`config.mk`:
```
export PLATFORM = sky130hd
export DESIGN_NAME = fixed_point_accumulator
export DESIGN_NICKNAME = d
export VERILOG_FILES = /design/src/rtl/fixed_point_accumulator.sv
export SDC_FILE = /design/constraint.sdc
export NUM_CORES = 1
export LEC_CHECK = 0
export ABC_AREA = 1
export CORE_ASPECT_RATIO = 1.5
export CORE_MARGIN = 4
export CORE_UTILIZATION = 59
export CTS_CLUSTER_SIZE = 40
export DETAILED_ROUTE_END_ITERATION = 6
export GPL_TIMING_DRIVEN = 0
export PLACE_DENSITY_LB_ADDON = 0.08
export RECOVER_POWER = 50
export SYNTH_ARGS = -nofsm -noshare
export SYNTH_HDL_FRONTEND = slang
export SYNTH_SLANG_ARGS = --single-unit
```
`constraint.sdc`:
```
create_clock -name clk -period 3.95 [get_ports clk]
set_clock_uncertainty 0.15 [all_clocks]
set_input_delay 0.79 -clock clk [delete_from_list [all_inputs] [get_ports clk]]
set_output_delay 0.79 -clock clk [all_outputs]
set_load 0.1 [all_outputs]
```
`src/rtl/fixed_point_accumulator.sv`:
```
// Q16.16 product accumulator: sums LEN products into one result with a sticky overflow flag.
// Optional feature: define FXP_ACC_SATURATE_EN to clamp the running sum on add overflow instead of wrapping.
module fixed_point_accumulator #(
    parameter int DATA_W = 32,
    parameter int FRAC_W = 16,
    parameter int LEN    = 8
) (
    input  logic              clk,
    input  logic              rst_n,
    input  logic              in_valid,
    output logic              in_ready,
    input  logic [DATA_W-1:0] in_data,
    input  logic              in_ovf,
    output logic              out_valid,
    input  logic              out_ready,
    output logic [DATA_W-1:0] out_data,
    output logic              out_ovf
);

    localparam int CNT_W = 16;
    localparam logic [CNT_W-1:0] LAST_CNT = CNT_W'(LEN - 1);

    // Reject configurations the datapath cannot represent.
    if (DATA_W != 32 || FRAC_W < 0 || FRAC_W >= DATA_W || LEN < 1 || LEN > 65535) begin : g_param_check
        $error("fixed_point_accumulator: illegal DATA_W/FRAC_W/LEN");
    end

    typedef enum logic [0:0] {
        ST_ACC  = 1'b0,
        ST_HOLD = 1'b1
    } state_t;

    state_t              state_r;
    state_t              state_s;
    logic [DATA_W-1:0]   acc_r;
    logic                ovf_r;
    logic [CNT_W-1:0]    cnt_r;
    logic [DATA_W:0]     sum_s;
    logic                add_ovf_s;
    logic [DATA_W-1:0]   acc_next_s;
    logic                accept_s;
    logic                last_s;

    // Sign-extended addition with signed overflow detect on the top two sum bits.
    function automatic logic [DATA_W:0] add_ext(input logic [DATA_W-1:0] a, input logic [DATA_W-1:0] b);
        add_ext = {a[DATA_W-1], a} + {b[DATA_W-1], b};
    endfunction

    // Accumulate datapath: sum, overflow detect and wrap/saturate selection.
    always_comb begin
        sum_s      = add_ext(acc_r, in_data);
        add_ovf_s  = sum_s[DATA_W] ^ sum_s[DATA_W-1];
        acc_next_s = sum_s[DATA_W-1:0];
`ifdef FXP_ACC_SATURATE_EN
        if (add_ovf_s) begin
            if (sum_s[DATA_W]) begin
                acc_next_s = {1'b1, {(DATA_W-1){1'b0}}};
            end else begin
                acc_next_s = {1'b0, {(DATA_W-1){1'b1}}};
            end
        end else begin
            acc_next_s = sum_s[DATA_W-1:0];
        end
`else
        acc_next_s = sum_s[DATA_W-1:0];
`endif
        accept_s = in_valid && (state_r == ST_ACC);
        last_s   = (cnt_r == LAST_CNT);
    end

    // State register.
    always_ff @(posedge clk or negedge rst_n) begin
        if (!rst_n) begin
            state_r <= ST_ACC;
        end else begin
            state_r <= state_s;
        end
    end

    // Next-state logic: leave ACC on the last beat, leave HOLD on the output handshake.
    always_comb begin
        state_s = state_r;
        case (state_r)
            ST_ACC: begin
                if (accept_s && last_s) begin
                    state_s = ST_HOLD;
                end else begin
                    state_s = ST_ACC;
                end
            end
            ST_HOLD: begin
                if (out_ready) begin
                    state_s = ST_ACC;
                end else begin
                    state_s = ST_HOLD;
                end
            end
            default: state_s = ST_ACC;
        endcase
    end

    // Handshake outputs decode only the state register.
    always_comb begin
        in_ready  = 1'b0;
        out_valid = 1'b0;
        case (state_r)
            ST_ACC: begin
                in_ready  = 1'b1;
                out_valid = 1'b0;
            end
            ST_HOLD: begin
                in_ready  = 1'b0;
                out_valid = 1'b1;
            end
            default: begin
                in_ready  = 1'b0;
                out_valid = 1'b0;
            end
        endcase
    end

    // Accumulator, sticky overflow and beat counter.
    always_ff @(posedge clk or negedge rst_n) begin
        if (!rst_n) begin
            acc_r <= {DATA_W{1'b0}};
            ovf_r <= 1'b0;
            cnt_r <= {CNT_W{1'b0}};
        end else begin
            case (state_r)
                ST_ACC: begin
                    if (in_valid) begin
                        acc_r <= acc_next_s;
                        ovf_r <= ovf_r | in_ovf | add_ovf_s;
                        if (last_s) begin
                            cnt_r <= {CNT_W{1'b0}};
                        end else begin
                            cnt_r <= cnt_r + {{(CNT_W-1){1'b0}}, 1'b1};
                        end
                    end else begin
                        acc_r <= acc_r;
                        ovf_r <= ovf_r;
                        cnt_r <= cnt_r;
                    end
                end
                ST_HOLD: begin
                    if (out_ready) begin
                        acc_r <= {DATA_W{1'b0}};
                        ovf_r <= 1'b0;
                        cnt_r <= {CNT_W{1'b0}};
                    end else begin
                        acc_r <= acc_r;
                        ovf_r <= ovf_r;
                        cnt_r <= cnt_r;
                    end
                end
                default: begin
                    acc_r <= {DATA_W{1'b0}};
                    ovf_r <= 1'b0;
                    cnt_r <= {CNT_W{1'b0}};
                end
            endcase
        end
    end

    assign out_data = acc_r;
    assign out_ovf  = ovf_r;

endmodule
```
==> impl_metrics.tcl <==
set metrics [dict create \
    outcome "finished with violations" \
    violations "max-capacitance violations, max-slew violations" \
    reg2reg_setup_slack_ps 1500 \
    fp-row-count 37 \
    cts_tree "built" \
    finalWirelength_um 12500 \
    clk_latency_ps 330 \
    area_growth_pct 21.2 \
    antenna_left 0 \
    numPortBuffers 71 \
    synthCells 655 \
    cp_num_buf_inv 2 \
    clk_pin_slew_ps 90 \
    core_um2 6900 \
    synth_area_um2 4210 \
    syn_area_per_cell_um2 6.43 \
    drtPass1Iterations 5 \
    crit_chain "clkbuf_1 > clkbuf_1" \
    fin_crit_ps 3010 \
    cp.arrival_ps 2950 \
    diodes 0 \
    finalSetupTns_ps 0 \
    post_cts_resize_count 0 \
    fill_cells 577 \
    drv_slew 34 \
    min_from "out_data[18]$_DFFE_PN0P_" \
    gp_congestion 0.961 \
    htreeDepth 2 \
    relSlewSlack_pct -21.8 \
    wl_per_cell_um 15.4 \
    grt_pass1_wl_um 20600 \
    grt_max_degree 34 \
    dp_hpwl_um 9940 \
    r2r_cells 13 \
    multiInputGateArea_um2 2620 \
    drc 0 \
    tightest_slew_ps 1830 \
    hold_end "out_data[18]$_DFFE_PN0P_" \
    yosysSeqAreaShare_pct 29.7 \
    post_cts_buffers 0 \
    synth-edff-count 0 \
    antenna_found_initial 0 \
    setup_violations 0 \
    crit_path_top_delay_cell "clkbuf_1" \
    grt_pass1_vias 4530 \
    utilization_pct 74.1 \
    cts_made_buffers 5 \
    end_kind "async pin" \
    fin_nets 805 \
    final_cell_count_no_fill 813 \
    ys_async_sr_fraction_pct 100 \
    die_y_um 112 \
    grt-ovfl-total 0 \
    synth_flop_cell "dfrtp_1" \
    place_area_um2 5040 \
    start_kind "input port" \
    via_per_inst 5.62 \
    cp.required_ps 3890 \
    holdPathStages 2 \
    crit_path_max_fanout 33 \
    cts_buffer_depth 2 \
    dr_total_vias 4567 \
    cap_violations 1 \
    ys_ff_latch 50 \
    reg2reg_to "out_data[22]$_DFFE_PN0P_" \
    r2r_start "out_data[0]$_DFFE_PN0P_" \
    final.period_utilization_pct 76.2 \
    cts-root-buf "clkbuf_8" \
    rsz0062_at_grt "false" \
    die-width_um 77.0 \
    dieArea_um2 8590 \
    post-route-cell-area_um2 5110 \
    finalHoldViolations 0 \
    synth_cell_type_count 29 \
    ctsHoldBuffers 0 \
    grtUsageTotal_pct 29.4 \
    fmax_mhz 332 \
    yosysWarnings 0 \
    critPathMaxStageDelay_ps 1380 \
    cp_common_cell "clkbuf_1" \
    cts_sinks 50 \
    start_util_pct 61.1 \
    seq_area_um2 1250 \
    io_pins 72 \
    hold_path_class "flip-flop to flip-flop" \
    drive_gt1_share_pct 3.81 \
    dp_cells 805 \
    cp_top_family "buffers and inverters" \
    syn_nets 726 \
    critPathKind "input port to async pin" \
    drt-initial-drc-count 328 \
]
## flip-flops by register name, summed over array words and instances, names as in the netlist
name,flops
out_data,32
cnt_r,16
out_ovf,1
state_r,1
## cell type report
type | instances | share of cell area, %
buffer | 7 | 0.588
sequential | 50 | 24.5
inverter | 80 | 5.88
multi-input combinational | 518 | 51.4
timing repair buffer | 72 | 13.9
clock inverter | 3 | 0.563
clock buffer | 5 | 1.35
tap | 78 | 1.91
## stage by stage
step | setup WS (ps) | hold WS (ps)
6_report | 938 | 369
5_1_grt | 474 | 401
4_1_cts | 1000 | 257
3_5_place_dp | 731 | 347
3_3_place_gp | 406 | 340
2_1_floorplan | 1140 | 344
## placed cells by master (no fill, tap or decap), types with 7 or more instances in the layout
master and instances:
nor2_1 61, clkdlybuf4s50_1 69, nand2_1 246, ha_1 33, inv_1 80, dfrtp_1 50
o21ai_0 30, nand3_1 26, o21bai_1 9, nor3_1 11, a21oi_1 49, o22ai_1 7
## metal layers
layer	share of wire (%)	track usage, %	up-vias
met5	0	0	-
met4	3.8	11.6	0
met3	5.0	3.88	32
met2	52	55.5	166
met1	40	32.9	2093
li1	-	-	2276
## cells in the mapped netlist, drive strengths merged, types with 7 or more instances
| master | n | share of area, % |
|---|---|---|
| inv | 80 | 7.1 |
| o22ai | 7 | 1.0 |
| ha | 33 | 9.8 |
| nor2 | 67 | 6.3 |
| buf | 7 | 0.80 |
| nand3 | 31 | 4.3 |
| dfrtp | 50 | 30 |
| o21bai | 10 | 1.9 |
| nand2 | 247 | 22 |
| a21oi | 49 | 5.8 |
| o21ai | 38 | 4.8 |
| nor3 | 12 | 1.5 |
## kinds of logic after synthesis
kind of cell | Yosys count | synth area share (%)
buffers and inverters | 87 | 7.93
AO/OA/AOI/OAI | 109 | 14.5
AND/OR/NAND/NOR | 367 | 35.9
adder cells (fa/ha/maj) | 34 | 10.3
XOR/XNOR | 8 | 1.66
flip-flops | 50 | 29.7
## worst reg2reg max path, delay by kind of cell, from the launching register on
| kind | cells | cell delay, ps |
|---|---|---|
| AO/OA/AOI/OAI | 1 | 140 |
| adder cells (fa/ha/maj) | 2 | 610 |
| flip-flops | 1 | 420 |
| AND/OR/NAND/NOR | 10 | 1040 |
## worst max path at each step
| stage | from | to | slack, ps | depth (start not counted) |
|---|---|---|---|---|
| after floorplan | state_r$_DFF_PN0_ | cnt_r[2]$_DFFE_PN0P_ | 1140 | 7 |
| after global placement | rst_n | cnt_r[12]$_DFFE_PN0P_ | 410 | 1 |
| after detailed placement | in_data[0] | out_data[22]$_DFFE_PN0P_ | 730 | 14 |
| after CTS | state_r$_DFF_PN0_ | in_ready | 1000 | 2 |
| after global routing | rst_n | out_data[15]$_DFFE_PN0P_ | 470 | 2 |
| final | rst_n | out_data[15]$_DFFE_PN0P_ | 940 | 2 |
Power is left out: the tool's default activity adds up to more than one toggle a clock period on the data nets, which glitch-free logic cannot reach.
